## config.mk

```make
export PLATFORM = sky130hd
export DESIGN_NAME = ddr3_app_arbiter
export DESIGN_NICKNAME = d
export VERILOG_FILES = /design/src/rtl/ddr3_app_arbiter.sv
export SDC_FILE = /design/constraint.sdc
export NUM_CORES = 1
export LEC_CHECK = 0
export ABC_CLOCK_PERIOD_IN_PS = 9300
export BUFFER_PORTS_ARGS = -buffer_cell sky130_fd_sc_hd__buf_2
export CORE_AREA = 3 3 153 155
export DETAILED_ROUTE_END_ITERATION = 6
export DIE_AREA = 0 0 156 158
export PLACE_DENSITY = 0.59
export SYNTH_ARGS = -nofsm -noshare
export SYNTH_HDL_FRONTEND = slang
export SYNTH_SLANG_ARGS = --single-unit
```

## constraint.sdc

```tcl
create_clock -name clk -period 9.3 [get_ports clk]
set_clock_uncertainty 0.1 [all_clocks]
set_input_delay 0.465 -clock clk [delete_from_list [all_inputs] [get_ports clk]]
set_output_delay 0.465 -clock clk [all_outputs]
set_load 0.03 [all_outputs]
```

## src/rtl/ddr3_app_arbiter.sv

```systemverilog
// Arbitrates the write-request and read-request FIFOs onto the DDR3 MIG app
// interface, with burst fairness and an outstanding-read throttle.
module ddr3_app_arbiter #(
    parameter int ADDRESS_WIDTH   = 32,
    parameter int DATA_WIDTH      = 128,
    parameter int MAX_OUTSTANDING = 8,
    parameter int BURST_LIMIT     = 4
) (
    input  logic                      clk,
    input  logic                      rst,
    input  logic                      en,
    input  logic                      wr_fifo_empty,
    input  logic [ADDRESS_WIDTH-1:0]  wr_fifo_address,
    input  logic [DATA_WIDTH-1:0]     wr_fifo_data,
    output logic                      wr_fifo_read,
    input  logic                      rd_fifo_empty,
    input  logic [ADDRESS_WIDTH-1:0]  rd_fifo_address,
    output logic                      rd_fifo_read,
    input  logic                      rd_out_full,
    output logic [28:0]               app_addr,
    output logic [2:0]                app_cmd,
    output logic                      app_en,
    input  logic                      app_rdy,
    output logic [DATA_WIDTH-1:0]     app_wdf_data,
    output logic                      app_wdf_wren,
    output logic                      app_wdf_end,
    output logic [DATA_WIDTH/8-1:0]   app_wdf_mask,
    input  logic                      app_wdf_rdy,
    input  logic                      app_rd_data_valid,
    output logic [7:0]                outstanding,
    output logic                      busy,
    output logic                      err_underflow
);

    typedef enum logic [1:0] {
        IDLE    = 2'd0,
        RD_CMD  = 2'd1,
        WR_DATA = 2'd2,
        WR_CMD  = 2'd3
    } state_t;

    localparam int            SW         = $clog2(BURST_LIMIT + 1);
    localparam logic [SW-1:0] STREAK_MAX = SW'(BURST_LIMIT);
    localparam logic [7:0]    OUT_MAX    = 8'(MAX_OUTSTANDING);

    state_t                  state_r;
    logic                    last_rd_r;
    logic [SW-1:0]           streak_r;
    logic [7:0]              outstanding_r;
    logic                    err_underflow_r;
    logic                    app_en_r;
    logic [2:0]              app_cmd_r;
    logic [28:0]             app_addr_r;
    logic [DATA_WIDTH-1:0]   wdf_data_r;
    logic                    wdf_wren_r;

    logic rd_elig_s;
    logic wr_elig_s;
    logic grant_rd_s;
    logic grant_wr_s;
    logic grant_same_s;
    logic rd_accept_s;
    logic wr_accept_s;
    logic unused_addr_s;

    assign unused_addr_s = ^{rd_fifo_address[ADDRESS_WIDTH-1:29], wr_fifo_address[ADDRESS_WIDTH-1:29]};

    // eligibility and grant selection; a streak at the limit hands over to the other side
    always_comb begin
        rd_elig_s    = !rd_fifo_empty && (outstanding_r < OUT_MAX) && !rd_out_full;
        wr_elig_s    = !wr_fifo_empty;
        grant_rd_s   = 1'b0;
        grant_wr_s   = 1'b0;
        if (en && (state_r == IDLE)) begin
            if (rd_elig_s && wr_elig_s) begin
                if (streak_r < STREAK_MAX) begin
                    grant_rd_s = last_rd_r;
                    grant_wr_s = !last_rd_r;
                end else begin
                    grant_rd_s = !last_rd_r;
                    grant_wr_s = last_rd_r;
                end
            end else begin
                grant_rd_s = rd_elig_s;
                grant_wr_s = wr_elig_s;
            end
        end else begin
            grant_rd_s = 1'b0;
            grant_wr_s = 1'b0;
        end
        grant_same_s = grant_rd_s ? last_rd_r : !last_rd_r;
    end

    assign rd_accept_s  = (state_r == RD_CMD) && app_en_r && app_rdy;
    assign wr_accept_s  = (state_r == WR_CMD) && app_en_r && app_rdy;
    assign rd_fifo_read = rd_accept_s;
    assign wr_fifo_read = wr_accept_s;

    // command sequencer: grant, write-data beat, command handshake
    always_ff @(posedge clk) begin
        if (rst) begin
            state_r    <= IDLE;
            last_rd_r  <= 1'b1;
            streak_r   <= '0;
            app_en_r   <= 1'b0;
            app_cmd_r  <= 3'b000;
            app_addr_r <= 29'd0;
            wdf_data_r <= '0;
            wdf_wren_r <= 1'b0;
        end else begin
            case (state_r)
                IDLE: begin
                    if (grant_rd_s) begin
                        state_r    <= RD_CMD;
                        app_en_r   <= 1'b1;
                        app_cmd_r  <= 3'b001;
                        app_addr_r <= rd_fifo_address[28:0];
                    end else if (grant_wr_s) begin
                        state_r    <= WR_DATA;
                        wdf_wren_r <= 1'b1;
                        wdf_data_r <= wr_fifo_data;
                        app_cmd_r  <= 3'b000;
                        app_addr_r <= wr_fifo_address[28:0];
                    end else begin
                        state_r <= IDLE;
                    end
                    if (grant_rd_s || grant_wr_s) begin
                        last_rd_r <= grant_rd_s;
                        if (!grant_same_s) begin
                            streak_r <= SW'(1);
                        end else if (streak_r < STREAK_MAX) begin
                            streak_r <= streak_r + SW'(1);
                        end else begin
                            streak_r <= streak_r;
                        end
                    end else begin
                        streak_r <= streak_r;
                    end
                end
                RD_CMD: begin
                    if (app_rdy) begin
                        app_en_r <= 1'b0;
                        state_r  <= IDLE;
                    end else begin
                        state_r  <= RD_CMD;
                    end
                end
                WR_DATA: begin
                    if (app_wdf_rdy) begin
                        wdf_wren_r <= 1'b0;
                        app_en_r   <= 1'b1;
                        state_r    <= WR_CMD;
                    end else begin
                        state_r    <= WR_DATA;
                    end
                end
                WR_CMD: begin
                    if (app_rdy) begin
                        app_en_r <= 1'b0;
                        state_r  <= IDLE;
                    end else begin
                        state_r  <= WR_CMD;
                    end
                end
                default: begin
                    state_r    <= IDLE;
                    app_en_r   <= 1'b0;
                    wdf_wren_r <= 1'b0;
                end
            endcase
        end
    end

    // outstanding read accounting; a return with nothing in flight is flagged and ignored
    always_ff @(posedge clk) begin
        if (rst) begin
            outstanding_r   <= 8'd0;
            err_underflow_r <= 1'b0;
        end else begin
            if (rd_accept_s && !app_rd_data_valid) begin
                outstanding_r <= outstanding_r + 8'd1;
            end else if (!rd_accept_s && app_rd_data_valid && (outstanding_r != 8'd0)) begin
                outstanding_r <= outstanding_r - 8'd1;
            end else begin
                outstanding_r <= outstanding_r;
            end
            if (app_rd_data_valid && (outstanding_r == 8'd0)) begin
                err_underflow_r <= 1'b1;
            end else begin
                err_underflow_r <= err_underflow_r;
            end
        end
    end

    assign app_en        = app_en_r;
    assign app_cmd       = app_cmd_r;
    assign app_addr      = app_addr_r;
    assign app_wdf_data  = wdf_data_r;
    assign app_wdf_wren  = wdf_wren_r;
    assign app_wdf_end   = wdf_wren_r;
    assign app_wdf_mask  = '0;
    assign outstanding   = outstanding_r;
    assign err_underflow = err_underflow_r;
    assign busy          = (state_r != IDLE) || (outstanding_r != 8'd0);

endmodule

```

# Yosys cells after proc, flatten, opt, wreduce, memory -nomap -nowiden
# Cells that the tools add are included.
# totals
ff_bits	177
out_inout_bits	191
elab_cells	88
# classes
n_addsub	3
n_lt_le_gt_ge	2
n_eq_ne	9
muxes	29
bitwise_logic	1
n_reduce_logical	34
# op_table
operator	n
29-bit two-way mux	2
8-bit two-way mux	2
1-bit two-way mux	15
1-bit logical AND	12
3-bit two-way mux	4
3-bit AND reduction	3
8-bit by 1-bit adder with 8-bit output, second input constant	1
8-bit logical NOT	1
8-bit by 4-bit less-than comparator with 1-bit output, second input constant	1
2-bit != test, second input constant	4
2-bit one-hot mux with 4 select lines	1
2-bit nonzero test	4
8-bit nonzero test	1
8-bit by 1-bit subtractor with 8-bit output, second input constant	1
1-bit logical NOT	6
2-bit two-way mux	3
2-bit equality test, second input constant	2
2-bit by 1-bit != test with 1-bit output, second input constant	2
2-bit AND reduction	2
4-bit AND reduction	1
3-bit by 1-bit adder with 3-bit output, second input constant	1
3-bit less-than comparator, second input constant	1
1-bit one-hot mux with 3 select lines	1
2-bit by 1-bit equality test with 1-bit output, second input constant	1
other kinds (5)	6

# Depth between registers and ports, before layout
# Gate-level depths: netlist of run 1.
# depth
depth_word	9
ltp_mapped	9

# Worst setup path before layout of run 1
# No wires, ideal clock.
# synth_path
path_kind	flip-flop to flip-flop
start	register app_en_r (netlist: app_en)
end	register outstanding_r[5] (netlist: outstanding[5])
setup_ns	0.070
t_arrival_ns	3.009
required_time_ns	9.130
setup_slack_ns	6.120
path_stages_with_launch	9
path_buffers	0
synth_period_minus_slack_ns	3.180
path_cell_list	dfxtp_1 > nand4b_1 > nor2_1 > clkinv_1 > ha_1 > o21ai_0 > or4b_2 > a32o_1 > a21oi_1
# synth_via
elab_chain_len	6
# synth_lines
item	line	rtl
start, declared	51	logic app_en_r;
start signal, assigned	105	app_en_r <= 1'b0;
start signal, assigned	115	app_en_r <= 1'b1;
start signal, assigned	142	app_en_r <= 1'b0;
1-bit logical AND * (2 in a row)	94	assign rd_accept_s = (state_r == RD_CMD) && app_en_r && app_rdy;
1-bit logical NOT	182	end else if (!rd_accept_s && app_rd_data_valid && (outstanding_r != 8'd0)) begin
1-bit logical AND (2 in a row)	182	
2-bit nonzero test (no source line)	--	
end signal, assigned	181	outstanding_r <= outstanding_r + 8'd1;
end signal, assigned	183	outstanding_r <= outstanding_r - 8'd1;
end signal, assigned	185	outstanding_r <= outstanding_r;
end, declared	49	logic [7:0] outstanding_r;
# Every way passes the cells marked *; elsewhere a longest branch is shown, timed or not.
# A chain may end at the register's enable or synchronous reset.

# Final worst setup path of run 1
# layout_path
start	register state_r[0]
end	register outstanding_r[5] (netlist: outstanding[5])
# layout_via
elab_chain_len	7
# layout_lines
item	line	rtl
start, declared	46	state_t state_r;
start signal, assigned	102	state_r <= IDLE;
start signal, assigned	114	state_r <= RD_CMD;
start signal, assigned	119	state_r <= WR_DATA;
2-bit by 1-bit equality test with 1-bit output *	94	
1-bit logical AND * (2 in a row)	94	
1-bit logical NOT	182	
1-bit logical AND (2 in a row)	182	
2-bit nonzero test (no source line)	--	
# Marked as above.

==> impl_results.html, run 1 <==
<table>
<tr><th>Metric</th><th>Value</th></tr>
<tr><th colspan="2">Clocking</th></tr>
<tr><td>TritonCTS sink count</td><td>175</td></tr>
<tr><td>Post-cts hold buffer count</td><td>0</td></tr>
<tr><td>Buffers from clock root to sink, at most</td><td>2</td></tr>
<tr><td>TritonCTS clock tree</td><td>built</td></tr>
<tr><td>CTS Buf Count</td><td>17</td></tr>
<tr><td>Number of buffers inserted to repair setup after CTS</td><td>0</td></tr>
<tr><td>Root cell of the clock tree</td><td>sky130_fd_sc_hd__clkbuf_16</td></tr>
<tr><td>Clk Latency, worst-skew pair</td><td>430 ps</td></tr>
<tr><td>Resized cells post-CTS</td><td>0</td></tr>
<tr><td>Clock transition at the registers of the reported paths</td><td>80 ps</td></tr>
<tr><td>CTS H-tree lvls</td><td>4</td></tr>
<tr><th colspan="2">Floorplanning</th></tr>
<tr><td>Die area</td><td>24600 um2</td></tr>
<tr><td>DIE HEIGHT</td><td>158 um</td></tr>
<tr><td>Core area</td><td>22000 um2</td></tr>
<tr><td>FP Rows</td><td>54</td></tr>
<tr><td>IO Pins</td><td>392</td></tr>
<tr><td>Horizontal die dimension</td><td>156 um</td></tr>
<tr><td>Effective utilization at floorplan</td><td>31.9%</td></tr>
<tr><th colspan="2">Global routing</th></tr>
<tr><td>Number of global-route vias before repair</td><td>6393</td></tr>
<tr><td>Total routing usage reported by global routing</td><td>16.8%</td></tr>
<tr><td>Sum of overflow across all layers after global routing</td><td>0</td></tr>
<tr><td>Wire length of the first global-routing pass</td><td>33.4 mm</td></tr>
<tr><td>Maximum number of pins on one net before global-route repair</td><td>94</td></tr>
<tr><td>Antenna violations before repair</td><td>1</td></tr>
<tr><th colspan="2">Synthesis</th></tr>
<tr><td>Seq/Total Area, Yosys</td><td>50.0%</td></tr>
<tr><td>Most used flip-flop cell after synthesis</td><td>sky130_fd_sc_hd__dfxtp_1</td></tr>
<tr><td>Fraction of registers with async set/reset</td><td>0%</td></tr>
<tr><td>Gate count of the mapped netlist</td><td>887</td></tr>
<tr><td>Number of distinct library cells after synthesis</td><td>55</td></tr>
<tr><td>Synthesized flop and latch total</td><td>175</td></tr>
<tr><td>Per-instance average area after synthesis</td><td>7.89 um2</td></tr>
<tr><td>Synthesis Warnings</td><td>0</td></tr>
<tr><td>Synth Cell Area</td><td>7000 um2</td></tr>
<tr><td>EDFF count, synth</td><td>0</td></tr>
<tr><th colspan="2">Worst setup path</th></tr>
<tr><td>Launch point of the critical path</td><td>state_r[0]$_SDFF_PP0_</td></tr>
<tr><td>Internal reg-to-reg setup slack</td><td>5610 ps</td></tr>
<tr><td>Worst path slowest cell</td><td>sky130_fd_sc_hd__or4b_2</td></tr>
<tr><td>Worst-path cell chain</td><td>nand4b_1 -&gt; nor2_1 -&gt; clkinv_1 -&gt; ha_1 -&gt; o21ai_0 -&gt; or4b_2 -&gt; a32o_1 -&gt; a21oi_1</td></tr>
<tr><td>Critical path class</td><td>flop to flop</td></tr>
<tr><td>Endpoint of the most critical register-to-register path</td><td>outstanding[5]$_SDFFE_PP0P_</td></tr>
<tr><td>Number of cells traversed by the worst register-to-register path</td><td>8</td></tr>
<tr><td>Maximum single-stage delay on the critical path</td><td>660 ps</td></tr>
<tr><td>Top delay family on crit path</td><td>simple AND/OR/NAND/NOR gates</td></tr>
<tr><td>Critical Path Sink Type</td><td>flop</td></tr>
<tr><td>Kind of start point of the critical path</td><td>flop</td></tr>
<tr><td>R2r startpoint</td><td>state_r[0]$_SDFF_PP0_</td></tr>
<tr><td>CP bufs+invs</td><td>1</td></tr>
<tr><td>Critical Path Fanout Max</td><td>16</td></tr>
<tr><td>Number of logic stages on the critical path including buffering</td><td>8</td></tr>
<tr><td>Data arrival time of the critical path</td><td>3950 ps</td></tr>
<tr><td>Crit path required time</td><td>9560 ps</td></tr>
<tr><td>Crit path capture</td><td>outstanding[5]$_SDFFE_PP0P_</td></tr>
<tr><th colspan="2">Place</th></tr>
<tr><td>Number of I/O port buffers</td><td>367</td></tr>
<tr><td>Area post-placement</td><td>8870 um2</td></tr>
<tr><td>Final estimated routing congestion in global placement</td><td>0.786</td></tr>
<tr><td>Half-perimeter wire length after placement</td><td>15.7 mm</td></tr>
<tr><th colspan="2">STA</th></tr>
<tr><td>Maximum frequency from static timing analysis</td><td>0.271 GHz</td></tr>
<tr><td>Fin. Hold Viols</td><td>0</td></tr>
<tr><td>Setup repair after global routing missed its margin</td><td>no</td></tr>
<tr><td>Normalized max-slew margin</td><td>33.9%</td></tr>
<tr><td># setup viols final</td><td>0</td></tr>
<tr><td>Final Slew Violations</td><td>0</td></tr>
<tr><td>Period Utilization, post-route</td><td>39.6%</td></tr>
<tr><td>Worst Max-Slew Pin Slew</td><td>992 ps</td></tr>
<tr><td>Min Clock Period, post-route</td><td>3690 ps</td></tr>
<tr><td>Final setup TNS</td><td>0 ps</td></tr>
<tr><th colspan="2">Hold path</th></tr>
<tr><td>Class of the most critical hold timing path</td><td>input port to flop</td></tr>
<tr><td>Hold Crit Depth</td><td>3</td></tr>
<tr><th colspan="2">Power</th></tr>
<tr><td>Worst-case vdd ir drop</td><td>0.000102 V</td></tr>
<tr><td>Pwr Density</td><td>246 nW/um2</td></tr>
<tr><td>Total leakage power</td><td>4.31 nW</td></tr>
<tr><th colspan="2">Layout</th></tr>
<tr><td>Share of cells above drive strength 1</td><td>34.2%</td></tr>
<tr><td>Most used cells in the layout excluding fill and tap cells</td><td>366 x sky130_fd_sc_hd__buf_2, 317 x sky130_fd_sc_hd__nand2_1, 175 x sky130_fd_sc_hd__dfxtp_1, 143 x sky130_fd_sc_hd__a21oi_1, 33 x sky130_fd_sc_hd__o21ai_0</td></tr>
<tr><td>Final net count</td><td>1423</td></tr>
<tr><td>Synth-to-layout area growth</td><td>34.9%</td></tr>
<tr><td>Commonest non-fill, non-tap cell in the layout</td><td>sky130_fd_sc_hd__buf_2</td></tr>
<tr><td>Total non-filler cell area in the finished layout</td><td>9450 um2</td></tr>
<tr><th colspan="2">Routing</th></tr>
<tr><td>Count of TritonRoute iterations in the first routing pass</td><td>6</td></tr>
<tr><td>DRC violation count after routing</td><td>0</td></tr>
<tr><td>Via count of the routed design</td><td>7076</td></tr>
<tr><td>1st-iter DRT viols</td><td>485</td></tr>
<tr><td>Number of nets still failing antenna checks after routing</td><td>0</td></tr>
<tr><td>Via density</td><td>4.69</td></tr>
<tr><td>Total wire length after detailed routing</td><td>22.4 mm</td></tr>
<tr><td>Wire length per cell after detailed routing</td><td>14.9 um</td></tr>
<tr><th colspan="2">Run status</th></tr>
<tr><td>Run status</td><td>completed</td></tr>
<tr><th colspan="2">Flow run</th></tr>
<tr><td>Max-cap violations</td><td>0</td></tr>
</table>
logic make-up (layout without fill, tap and decap cells):
| family | count (synthesis) | in the layout | share of synthesized area (%) |
|---|---|---|---|
| other cells | 1 | 19 | 0.0536 |
| fa+ha+maj | 8 | 8 | 1.54 |
| buf+inv | 91 | 414 | 6.77 |
| flops | 175 | 175 | 50.0 |
| compound gates | 237 | 237 | 19.5 |
| simple gates | 372 | 372 | 21.7 |
| mux | 1 | 1 | 0.161 |
| xor+xnor | 2 | 2 | 0.250 |
layout make-up:
cell class / instances / area, um2
fill: 2330 / 12500
sequential: 175 / 3500
multi-input combinational: 638 / 3090
timing repair buffer: 375 / 1900
clock buffer: 18 / 429
tap: 280 / 350
clock inverter: 14 / 144
inverter: 7 / 26.3
antenna: 1 / 2.50
worst reg2reg max path, cell delays in order (launching register included):
cell,delay (ps)
sky130_fd_sc_hd__dfxtp_1,440
sky130_fd_sc_hd__nand4b_1,270
sky130_fd_sc_hd__nor2_1,450
sky130_fd_sc_hd__clkinv_1,530
sky130_fd_sc_hd__ha_1,560
sky130_fd_sc_hd__o21ai_0,230
sky130_fd_sc_hd__or4b_2,660
sky130_fd_sc_hd__a32o_1,260
sky130_fd_sc_hd__a21oi_1,130
report_power, final:
part / total [mW] / internal, mW / switching [mW] / leakage (nW)
combinational: 0.732 / 0.240 / 0.492 / 2.60
clock: 0.700 / 0.358 / 0.341 / 0.277
sequential: 0.889 / 0.832 / 0.0569 / 1.43
total: 2.32 / 1.43 / 0.890 / 4.31
Yosys cell counts (all sizes together), types with 2 or more instances:
| cell | number | share of area [%] |
|---|---|---|
| or4b | 2 | 0.29 |
| clkbuf | 36 | 1.9 |
| a2111oi | 5 | 0.89 |
| a31oi | 29 | 2.6 |
| nand2b | 4 | 0.36 |
| a211oi | 2 | 0.21 |
| nand2 | 317 | 17 |
| nand3 | 5 | 0.36 |
| nor2b | 4 | 0.36 |
| dfxtp | 175 | 50 |
| a21o | 3 | 0.32 |
| nor3b | 2 | 0.21 |
| nor3 | 11 | 0.79 |
| buf | 48 | 4.5 |
| or3b | 2 | 0.25 |
| a21oi | 144 | 10 |
| a221o | 2 | 0.29 |
| a211o | 3 | 0.39 |
| or4 | 4 | 0.50 |
| o221ai | 2 | 0.25 |
| o31ai | 4 | 0.63 |
| nor4 | 2 | 0.18 |
| o21a | 2 | 0.21 |
| ha | 7 | 1.3 |
| inv | 6 | 0.32 |
| o21ai | 33 | 2.4 |
| nor2 | 12 | 0.64 |
worst min path at each step:
stage                                        from                            end  slack [ps]
global placement    app_wdf_data[54]$_SDFFE_PP0P_  app_wdf_data[54]$_SDFFE_PP0P_         340
global route                     wr_fifo_data[54]  app_wdf_data[54]$_SDFFE_PP0P_         140
CTS                              wr_fifo_data[37]  app_wdf_data[37]$_SDFFE_PP0P_         140
floorplan                streak_r[1]$_SDFFE_PP0P_       streak_r[1]$_SDFFE_PP0P_         350
detailed placement  app_wdf_data[58]$_SDFFE_PP0P_  app_wdf_data[58]$_SDFFE_PP0P_         340
finish                           wr_fifo_data[37]  app_wdf_data[37]$_SDFFE_PP0P_         160
state kept, by name (all words and copies together) (netlist names), 2 cells and up:
name          flops
state_r           2
outstanding       8
app_addr         29
app_wdf_data    128
streak_r          3
stage by stage:
stage | util [%] | power [mW] | cells | hold WS, ps | setup slack, ps
2_1_floorplan | - | 1.44 | 904 | 352 | 6120
3_3_place_gp | 40.4 | 1.63 | 1475 | 338 | 5590
3_5_place_dp | 40.4 | 1.64 | 1475 | 343 | 5570
4_1_cts | 43.0 | 2.35 | 1507 | 138 | 5650
5_1_grt | 43.0 | 2.47 | 1508 | 136 | 5180
6_report | 43.0 | 2.32 | 1508 | 160 | 5610
per-layer routing:
metal	GRT usage (%)	vias to the layer above	part of all wire, %
li1	-	3592	-
met1	20.5	3180	42
met2	27.9	286	48
met3	5.47	18	8.7
met4	5.85	0	1.2
met5	0	-	0
No activity file was read; power rests on OpenSTA's default activity.
==> run 2, diff against run 1 <==
--- a/config.mk
+++ b/config.mk
@@ -5,12 +5,12 @@
 export SDC_FILE = /design/constraint.sdc
 export NUM_CORES = 1
 export LEC_CHECK = 0
-export ABC_CLOCK_PERIOD_IN_PS = 9300
+export ABC_CLOCK_PERIOD_IN_PS = 3280
 export BUFFER_PORTS_ARGS = -buffer_cell sky130_fd_sc_hd__buf_2
 export CORE_AREA = 3 3 153 155
 export DETAILED_ROUTE_END_ITERATION = 6
 export DIE_AREA = 0 0 156 158
-export PLACE_DENSITY = 0.59
+export PLACE_DENSITY = 0.61
 export SYNTH_ARGS = -nofsm -noshare
 export SYNTH_HDL_FRONTEND = slang
 export SYNTH_SLANG_ARGS = --single-unit
==> constraint.sdc (replaced) <==
create_clock -name clk -period 3.28 [get_ports clk]
set_clock_uncertainty 0.1 [all_clocks]
set_input_delay 0.164 -clock clk [delete_from_list [all_inputs] [get_ports clk]]
set_output_delay 0.164 -clock clk [all_outputs]
set_load 0.03 [all_outputs]
==> run 2 against run 1 <==
  * Combinational power rose to 3.2 times the previous value
  * Utilization increased by 9.0 points
  * Design area is 21% higher
  * Register-to-register slack worse by 5400 ps
  * Non-clock buffer count rose by 195
  * First-iteration DRC count is 16% higher
  * Maximum frequency grew 21%
  * Critical endpoint is now app_addr[0]$_SDFFE_PP0P_
  * Largest power group unchanged
==> impl_results.html, run 2 (synthesis gave the netlist of run 1 again) <==
<table>
<tr><th>Metric</th><th>Value</th></tr>
<tr><th colspan="2">Run status</th></tr>
<tr><td>Run status</td><td>completed</td></tr>
<tr><th colspan="2">Power</th></tr>
<tr><td>Power after layout</td><td>6.88 mW (+200%)</td></tr>
<tr><td>Pwr Density</td><td>602 nW/um2 (+140%)</td></tr>
<tr><td>Worst-case vdd ir drop</td><td>0.000273 V (+170%)</td></tr>
<tr><td>Total leakage power</td><td>5.21 nW (+21%)</td></tr>
<tr><th colspan="2">Clocking</th></tr>
<tr><td>Root cell of the clock tree</td><td>sky130_fd_sc_hd__clkbuf_16</td></tr>
<tr><td>Buffers from clock root to sink, at most</td><td>2 (unchanged)</td></tr>
<tr><td>Number of buffers inserted to repair setup after CTS</td><td>0 (unchanged)</td></tr>
<tr><td>CTS Buf Count</td><td>17 (unchanged)</td></tr>
<tr><td>TritonCTS clock tree</td><td>built</td></tr>
<tr><td>Clk Latency, worst-skew pair</td><td>430 ps (about the same)</td></tr>
<tr><td>TritonCTS sink count</td><td>175 (unchanged)</td></tr>
<tr><td>CTS H-tree lvls</td><td>4 (unchanged)</td></tr>
<tr><td>Clock transition at the registers of the reported paths</td><td>80 ps (about the same)</td></tr>
<tr><th colspan="2">Flow run</th></tr>
<tr><td>Max-cap violations</td><td>0 (unchanged)</td></tr>
<tr><th colspan="2">Global routing</th></tr>
<tr><td>Wire length of the first global-routing pass</td><td>38.2 mm (+14%)</td></tr>
<tr><td>Maximum number of pins on one net before global-route repair</td><td>90 (-4.3%)</td></tr>
<tr><td>Sum of overflow across all layers after global routing</td><td>0 (unchanged)</td></tr>
<tr><td>Total routing usage reported by global routing</td><td>18.9% (+2.1 points)</td></tr>
<tr><td>Antenna violations before repair</td><td>0 (-1)</td></tr>
<tr><td>Number of global-route vias before repair</td><td>7745 (+21%)</td></tr>
<tr><th colspan="2">Worst setup path</th></tr>
<tr><td>Maximum single-stage delay on the critical path</td><td>800 ps (+140 ps)</td></tr>
<tr><td>Worst path slowest cell</td><td>sky130_fd_sc_hd__or3b_2</td></tr>
<tr><td>Top delay family on crit path</td><td>buffers and inverters</td></tr>
<tr><td>Worst-path cell chain</td><td>or3b_2 -&gt; a2111oi_4 -&gt; buf_4 -&gt; nand2_1 -&gt; a31oi_1 -&gt; dlygate4sd3_1</td></tr>
<tr><td>Crit path required time</td><td>3540 ps (-6020 ps)</td></tr>
<tr><td>CP bufs+invs</td><td>2 (+1)</td></tr>
<tr><td>Critical Path Fanout Max</td><td>34 (+18)</td></tr>
<tr><td>Critical Path Sink Type</td><td>flop</td></tr>
<tr><td>Data arrival time of the critical path</td><td>3320 ps (-630 ps)</td></tr>
<tr><td>Kind of start point of the critical path</td><td>flop</td></tr>
<tr><td>Critical path class</td><td>flop to flop</td></tr>
<tr><td>Internal reg-to-reg setup slack</td><td>230 ps (-5390 ps)</td></tr>
<tr><th colspan="2">Layout</th></tr>
<tr><td>Final core area utilization</td><td>52.1% (+9.0 points)</td></tr>
<tr><td>Final net count</td><td>1618 (+14%)</td></tr>
<tr><td>Post-route insts no fill</td><td>1702 (+13%)</td></tr>
<tr><td>Final antenna diode count</td><td>0 (-1)</td></tr>
<tr><td>Number of fill cells</td><td>2006 (-14%)</td></tr>
<tr><td>Flip-flop count of the largest register after layout</td><td>128 (unchanged)</td></tr>
<tr><td>Share of cells above drive strength 1</td><td>30.0% (-4.3 points)</td></tr>
<tr><td>Commonest non-fill, non-tap cell in the layout</td><td>sky130_fd_sc_hd__buf_2</td></tr>
<tr><td>Total non-filler cell area in the finished layout</td><td>11400 um2 (+21%)</td></tr>
<tr><td>Synth-to-layout area growth</td><td>63.3%</td></tr>
<tr><td>Most used cells in the layout excluding fill and tap cells</td><td>366 x sky130_fd_sc_hd__buf_2, 317 x sky130_fd_sc_hd__nand2_1, 191 x sky130_fd_sc_hd__dlygate4sd3_1, 175 x sky130_fd_sc_hd__dfxtp_1, 143 x sky130_fd_sc_hd__a21oi_1</td></tr>
<tr><th colspan="2">STA</th></tr>
<tr><td>Maximum frequency from static timing analysis</td><td>0.328 GHz (+21%)</td></tr>
<tr><td>Fin. Hold Viols</td><td>0 (unchanged)</td></tr>
<tr><td># setup viols final</td><td>0 (unchanged)</td></tr>
<tr><td>Final Slew Violations</td><td>0 (unchanged)</td></tr>
<tr><td>Normalized max-slew margin</td><td>36.7% (+2.9 points)</td></tr>
<tr><td>Setup repair after global routing missed its margin</td><td>no</td></tr>
<tr><td>Min Clock Period, post-route</td><td>3050 ps (-635 ps)</td></tr>
<tr><td>Post-layout worst setup margin</td><td>228 ps (-5390 ps)</td></tr>
<tr><td>Final setup TNS</td><td>0 ps (unchanged)</td></tr>
<tr><td>Worst Max-Slew Pin Slew</td><td>949 ps (-43.1 ps)</td></tr>
<tr><td>Worst hold slack</td><td>167 ps (+6.73 ps)</td></tr>
<tr><td>Period Utilization, post-route</td><td>93.1% (+53 points)</td></tr>
<tr><th colspan="2">Place</th></tr>
<tr><td>Area post-placement</td><td>8930 um2 (+0.62%)</td></tr>
<tr><td>Number of I/O port buffers</td><td>367 (unchanged)</td></tr>
<tr><td>Cell count after placement</td><td>1479 (+0.27%)</td></tr>
<tr><td>Half-perimeter wire length after placement</td><td>16.0 mm (+1.8%)</td></tr>
<tr><td>Post-placement setup slack</td><td>271 ps (-5300 ps)</td></tr>
<tr><td>Final estimated routing congestion in global placement</td><td>0.804 (+2.3%)</td></tr>
<tr><th colspan="2">Routing</th></tr>
<tr><td>Via count of the routed design</td><td>7993 (+13%)</td></tr>
<tr><td>Count of TritonRoute iterations in the first routing pass</td><td>5 (-1)</td></tr>
<tr><td>Wire length per cell after detailed routing</td><td>14.8 um (-0.78%)</td></tr>
<tr><td>1st-iter DRT viols</td><td>565 (+16%)</td></tr>
<tr><td>Total wire length after detailed routing</td><td>25.1 mm (+12%)</td></tr>
<tr><td>DRC violation count after routing</td><td>0 (unchanged)</td></tr>
<tr><td>Via density</td><td>4.70 (about the same)</td></tr>
<tr><td>Number of nets still failing antenna checks after routing</td><td>0 (unchanged)</td></tr>
<tr><th colspan="2">Floorplanning</th></tr>
<tr><td>Horizontal die dimension</td><td>156 um (unchanged)</td></tr>
<tr><td>DIE HEIGHT</td><td>158 um (unchanged)</td></tr>
<tr><td>Die area</td><td>24600 um2 (unchanged)</td></tr>
<tr><td>IO Pins</td><td>392 (unchanged)</td></tr>
<tr><td>FP Rows</td><td>54 (unchanged)</td></tr>
<tr><td>Effective utilization at floorplan</td><td>31.9% (unchanged)</td></tr>
<tr><td>Core area</td><td>22000 um2 (unchanged)</td></tr>
<tr><th colspan="2">Hold path</th></tr>
<tr><td>Class of the most critical hold timing path</td><td>input port to flop</td></tr>
</table>
-- run 2: layout make-up --
class	count	area [um2]	area share [%]
repair buffers	570	3870	33.8
flip-flops and latches	175	3500	30.6
well taps	280	350	3.06
multi-input cells	638	3090	27.1
inverters	7	26.3	0.230
clock inverters	15	169	1.48
clock buffers	17	425	3.72
-- run 2: path summary, 6_finish.rpt --
path	start	endpoint	cells after the start
hold / removal	rd_fifo_empty	streak_r[2]$_SDFFE_PP0P_	5
setup reg to reg	state_r[0]$_SDFF_PP0_	app_addr[0]$_SDFFE_PP0P_	6
setup / recovery	state_r[0]$_SDFF_PP0_	app_addr[0]$_SDFFE_PP0P_	6
hold reg to reg	app_wdf_data[6]$_SDFFE_PP0P_	app_wdf_data[6]$_SDFFE_PP0P_	2
-- run 2: metal layers --
| metal | vias up | track usage [%] | part of all wire, % |
|---|---|---|---|
| met2 | 370 | 32.6 | 49 |
| met3 | 49 | 5.17 | 8.0 |
| met4 | 0 | 7.49 | 2.3 |
| met1 | 3596 | 22.4 | 41 |
| met5 | - | 0 | 0 |
| li1 | 3978 | - | - |
-- run 2: what timing repair did --
item / CTS / global route
hold buffers: 191 / 0
gates resized for setup: 0 / 1
setup endpoints to repair: 0 / 3
endpoints found under the hold margin: 164 / 0
-- run 2: power by group --
group | switching, mW | internal (mW)
clock network | 1.00 | 1.03
registers | 0.179 | 2.36
logic | 1.44 | 0.879
-- run 2: worst min-delay path, delay by kind of cell --
kind,cells,cell delay (ps)
AOI/OAI and AO/OA,2,170
and+or+nand+nor,2,230
buffers and inverters,1,90
==> run 3, diff against run 2 <==
--- a/config.mk
+++ b/config.mk
@@ -10,7 +10,6 @@
 export CORE_AREA = 3 3 153 155
 export DETAILED_ROUTE_END_ITERATION = 6
 export DIE_AREA = 0 0 156 158
-export PLACE_DENSITY = 0.61
 export SYNTH_ARGS = -nofsm -noshare
 export SYNTH_HDL_FRONTEND = slang
 export SYNTH_SLANG_ARGS = --single-unit
==> run 3 against run 2 <==
  * Sequential power is essentially flat
  * Clock power fell by 3%
  * Via count increased by 0.33%
  * Die area is the same
  * Critical path depth stayed put
  * Worst hold slack got worse by 15 ps
  * Utilization rose by 0.074 points
  * Maximum frequency shrank 0.41%
  * Largest cell class unchanged
==> impl_results.html, run 3 (synthesis gave the netlist of run 1 again) <==
<table>
<tr><th>Metric</th><th>Value</th></tr>
<tr><th colspan="2">Place</th></tr>
<tr><td>Final estimated routing congestion in global placement</td><td>0.780 (-2.9%)</td></tr>
<tr><td>Number of I/O port buffers</td><td>367 (unchanged)</td></tr>
<tr><td>Post-placement setup slack</td><td>320 ps (+49.5 ps)</td></tr>
<tr><td>Half-perimeter wire length after placement</td><td>16.2 mm (+1.7%)</td></tr>
<tr><td>Area post-placement</td><td>8970 um2 (+0.50%)</td></tr>
<tr><th colspan="2">Layout</th></tr>
<tr><td>Flip-flop count of the largest register after layout</td><td>128 (unchanged)</td></tr>
<tr><td>Share of cells above drive strength 1</td><td>30.0% (+0.091 points)</td></tr>
<tr><td>Total non-filler cell area in the finished layout</td><td>11400 um2 (+0.14%)</td></tr>
<tr><td>Most used cells in the layout excluding fill and tap cells</td><td>366 x sky130_fd_sc_hd__buf_2, 317 x sky130_fd_sc_hd__nand2_1, 189 x sky130_fd_sc_hd__dlygate4sd3_1, 175 x sky130_fd_sc_hd__dfxtp_1, 143 x sky130_fd_sc_hd__a21oi_1</td></tr>
<tr><td>Final core area utilization</td><td>52.1% (+0.074 points)</td></tr>
<tr><td>Synth-to-layout area growth</td><td>63.5%</td></tr>
<tr><td>Commonest non-fill, non-tap cell in the layout</td><td>sky130_fd_sc_hd__buf_2</td></tr>
<tr><td>Final net count</td><td>1617 (-0.062%)</td></tr>
<tr><td>Final antenna diode count</td><td>0 (unchanged)</td></tr>
<tr><th colspan="2">Worst setup path</th></tr>
<tr><td>Crit path required time</td><td>3540 ps (about the same)</td></tr>
<tr><td>Critical path class</td><td>flop to flop</td></tr>
<tr><td>Critical Path Sink Type</td><td>flop</td></tr>
<tr><td>Worst path slowest cell</td><td>sky130_fd_sc_hd__or3b_2</td></tr>
<tr><td>Data arrival time of the critical path</td><td>3320 ps (about the same)</td></tr>
<tr><td>Kind of start point of the critical path</td><td>flop</td></tr>
<tr><td>Worst-path cell chain</td><td>or3b_2 -&gt; a2111oi_4 -&gt; buf_12 -&gt; nand2_1 -&gt; a31oi_1 -&gt; dlygate4sd3_1</td></tr>
<tr><td>Critical Path Fanout Max</td><td>34 (unchanged)</td></tr>
<tr><td>Maximum single-stage delay on the critical path</td><td>790 ps (about the same)</td></tr>
<tr><td>Internal reg-to-reg setup slack</td><td>220 ps (about the same)</td></tr>
<tr><th colspan="2">Global routing</th></tr>
<tr><td>GR peak layer</td><td>met2</td></tr>
<tr><td>Sum of overflow across all layers after global routing</td><td>0 (unchanged)</td></tr>
<tr><td>Met1 layer usage reported by global route</td><td>22.3% (-0.12 points)</td></tr>
<tr><td>GR Util met2</td><td>34.0% (+1.4 points)</td></tr>
<tr><td>Maximum number of pins on one net before global-route repair</td><td>84 (-6.7%)</td></tr>
<tr><td>Number of global-route vias before repair</td><td>7812 (+0.87%)</td></tr>
<tr><td>Total routing usage reported by global routing</td><td>19.3% (+0.35 points)</td></tr>
<tr><td>Met3 usage</td><td>4.67% (-0.49 points)</td></tr>
<tr><td>Antenna violations before repair</td><td>0 (unchanged)</td></tr>
<tr><td>Wire length of the first global-routing pass</td><td>38.8 mm (+1.6%)</td></tr>
<tr><th colspan="2">STA</th></tr>
<tr><td>Final Slew Violations</td><td>0 (unchanged)</td></tr>
<tr><td>Maximum frequency from static timing analysis</td><td>0.326 GHz (-0.41%)</td></tr>
<tr><td>Post-layout worst setup margin</td><td>215 ps (-12.5 ps)</td></tr>
<tr><td>Period Utilization, post-route</td><td>93.4% (+0.38 points)</td></tr>
<tr><td>Final setup TNS</td><td>0 ps (unchanged)</td></tr>
<tr><td>Normalized max-slew margin</td><td>52.4% (+16 points)</td></tr>
<tr><td># setup viols final</td><td>0 (unchanged)</td></tr>
<tr><td>Worst Max-Slew Pin Slew</td><td>714 ps (-235 ps)</td></tr>
<tr><td>Worst hold slack</td><td>152 ps (-14.8 ps)</td></tr>
<tr><td>Setup repair after global routing missed its margin</td><td>no</td></tr>
<tr><td>Fin. Hold Viols</td><td>0 (unchanged)</td></tr>
<tr><td>Min Clock Period, post-route</td><td>3060 ps (+12.5 ps)</td></tr>
<tr><th colspan="2">Routing</th></tr>
<tr><td>Total wire length after detailed routing</td><td>25.3 mm (+0.80%)</td></tr>
<tr><td>Number of nets still failing antenna checks after routing</td><td>0 (unchanged)</td></tr>
<tr><td>DRC violation count after routing</td><td>0 (unchanged)</td></tr>
<tr><td>Via count of the routed design</td><td>8019 (+0.33%)</td></tr>
<tr><td>Count of TritonRoute iterations in the first routing pass</td><td>5 (unchanged)</td></tr>
<tr><td>1st-iter DRT viols</td><td>452 (-20%)</td></tr>
<tr><td>Via density</td><td>4.71 (+0.38%)</td></tr>
<tr><td>Wire length per cell after detailed routing</td><td>14.9 um (+0.86%)</td></tr>
<tr><th colspan="2">Floorplanning</th></tr>
<tr><td>FP Rows</td><td>54 (unchanged)</td></tr>
<tr><td>DIE HEIGHT</td><td>158 um (unchanged)</td></tr>
<tr><td>Core area</td><td>22000 um2 (unchanged)</td></tr>
<tr><td>Die area</td><td>24600 um2 (unchanged)</td></tr>
<tr><td>IO Pins</td><td>392 (unchanged)</td></tr>
<tr><td>Horizontal die dimension</td><td>156 um (unchanged)</td></tr>
<tr><td>Effective utilization at floorplan</td><td>31.9% (unchanged)</td></tr>
<tr><th colspan="2">Clocking</th></tr>
<tr><td>TritonCTS clock tree</td><td>built</td></tr>
<tr><td>Number of buffers inserted to repair setup after CTS</td><td>0 (unchanged)</td></tr>
<tr><td>CTS Buf Count</td><td>17 (unchanged)</td></tr>
<tr><td>TritonCTS sink count</td><td>175 (unchanged)</td></tr>
<tr><td>CTS H-tree lvls</td><td>4 (unchanged)</td></tr>
<tr><td>Clk Latency, worst-skew pair</td><td>420 ps (about the same)</td></tr>
<tr><td>Buffers from clock root to sink, at most</td><td>2 (unchanged)</td></tr>
<tr><td>Root cell of the clock tree</td><td>sky130_fd_sc_hd__clkbuf_16</td></tr>
<tr><td>Clock transition at the registers of the reported paths</td><td>70 ps (about the same)</td></tr>
<tr><th colspan="2">Power</th></tr>
<tr><td>Internal cell power</td><td>4.27 mW (+0.18%)</td></tr>
<tr><td>Psw</td><td>2.59 mW (-0.91%)</td></tr>
<tr><td>Total leakage power</td><td>5.22 nW (about the same)</td></tr>
<tr><td>Pwr Density</td><td>600 nW/um2 (-0.38%)</td></tr>
<tr><td>Combinational cell fraction of total power</td><td>34.4% (+0.8 points)</td></tr>
<tr><td>Share of total power in sequential cells</td><td>36.8% (about the same)</td></tr>
<tr><td>Part of the power in the clock network</td><td>28.8% (-0.7 points)</td></tr>
<tr><td>Worst-case vdd ir drop</td><td>0.000294 V (+7.7%)</td></tr>
<tr><td>Switching portion of total power</td><td>37.8% (-0.26 points)</td></tr>
<tr><th colspan="2">Hold path</th></tr>
<tr><td>Class of the most critical hold timing path</td><td>input port to flop</td></tr>
<tr><th colspan="2">Flow run</th></tr>
<tr><td>Max-cap violations</td><td>0 (unchanged)</td></tr>
<tr><th colspan="2">Run status</th></tr>
<tr><td>Run status</td><td>completed</td></tr>
</table>
## run 3: cell count changes in the layout (fill, tap and decap cells not counted), sizes merged
cell         change
dlygate4sd3      -2
clkbuf           +1
inv              -1
buf              +1
## run 3: power by group through the flow
stage	Sequential [mW]	Clock (mW)	Combinational, mW
after CTS	2.53	2.05	2.33
after global routing	2.56	2.14	2.56
after global placement	2.57	0	2.10
after floorplan	2.99	0	1.08
final	2.53	1.97	2.36
after detailed placement	2.57	0	2.12
## run 3: final cells by class
cell class / count / area (um2)
timing repair buffer: 569 / 3890
clock buffer: 18 / 429
multi-input combinational: 638 / 3100
fill: 2024 / 10500
clock inverter: 14 / 145
tap: 280 / 350
inverter: 7 / 26.3
sequential: 175 / 3500
## run 3: critical path: cells and delay by family (launching register included)
kind | cells | cell delay [ps]
buffers and inverters | 2 | 870
AO/OA/AOI/OAI | 2 | 770
AND/OR/NAND/NOR | 2 | 880
flip-flops | 1 | 370
## run 3: metrics by stage
| step | power, mW | std cells |
|---|---|---|
| floorplan | 4.07 | 904 |
| global route | 7.26 | 1701 |
| global placement | 4.67 | 1480 |
| finish | 6.87 | 1701 |
| detailed placement | 4.69 | 1480 |
| CTS | 6.91 | 1701 |
## run 3: final timing paths
check,from,to,cells after the start
max,state_r[0]$_SDFF_PP0_,app_addr[23]$_SDFFE_PP0P_,6
min,rst,app_cmd[0]$_SDFFE_PP0P_,2
max reg2reg,state_r[0]$_SDFF_PP0_,app_addr[23]$_SDFFE_PP0P_,6
min reg2reg,app_wdf_data[68]$_SDFFE_PP0P_,app_wdf_data[68]$_SDFFE_PP0P_,2
## run 3: layer usage
| metal | share of wire, % | vias up |
|---|---|---|
| met3 | 7.0 | 46 |
| met2 | 49 | 318 |
| met5 | 0 | - |
| met1 | 41 | 3666 |
| li1 | - | 3989 |
| met4 | 3.0 | 0 |
## run 3: repair_timing
item | 4_1_cts | 5_1_grt
hold buffers | 189 | 0
hold endpoints to repair | 161 | 0
endpoints found under the setup margin | 0 | 2
resized for setup | 0 | 3
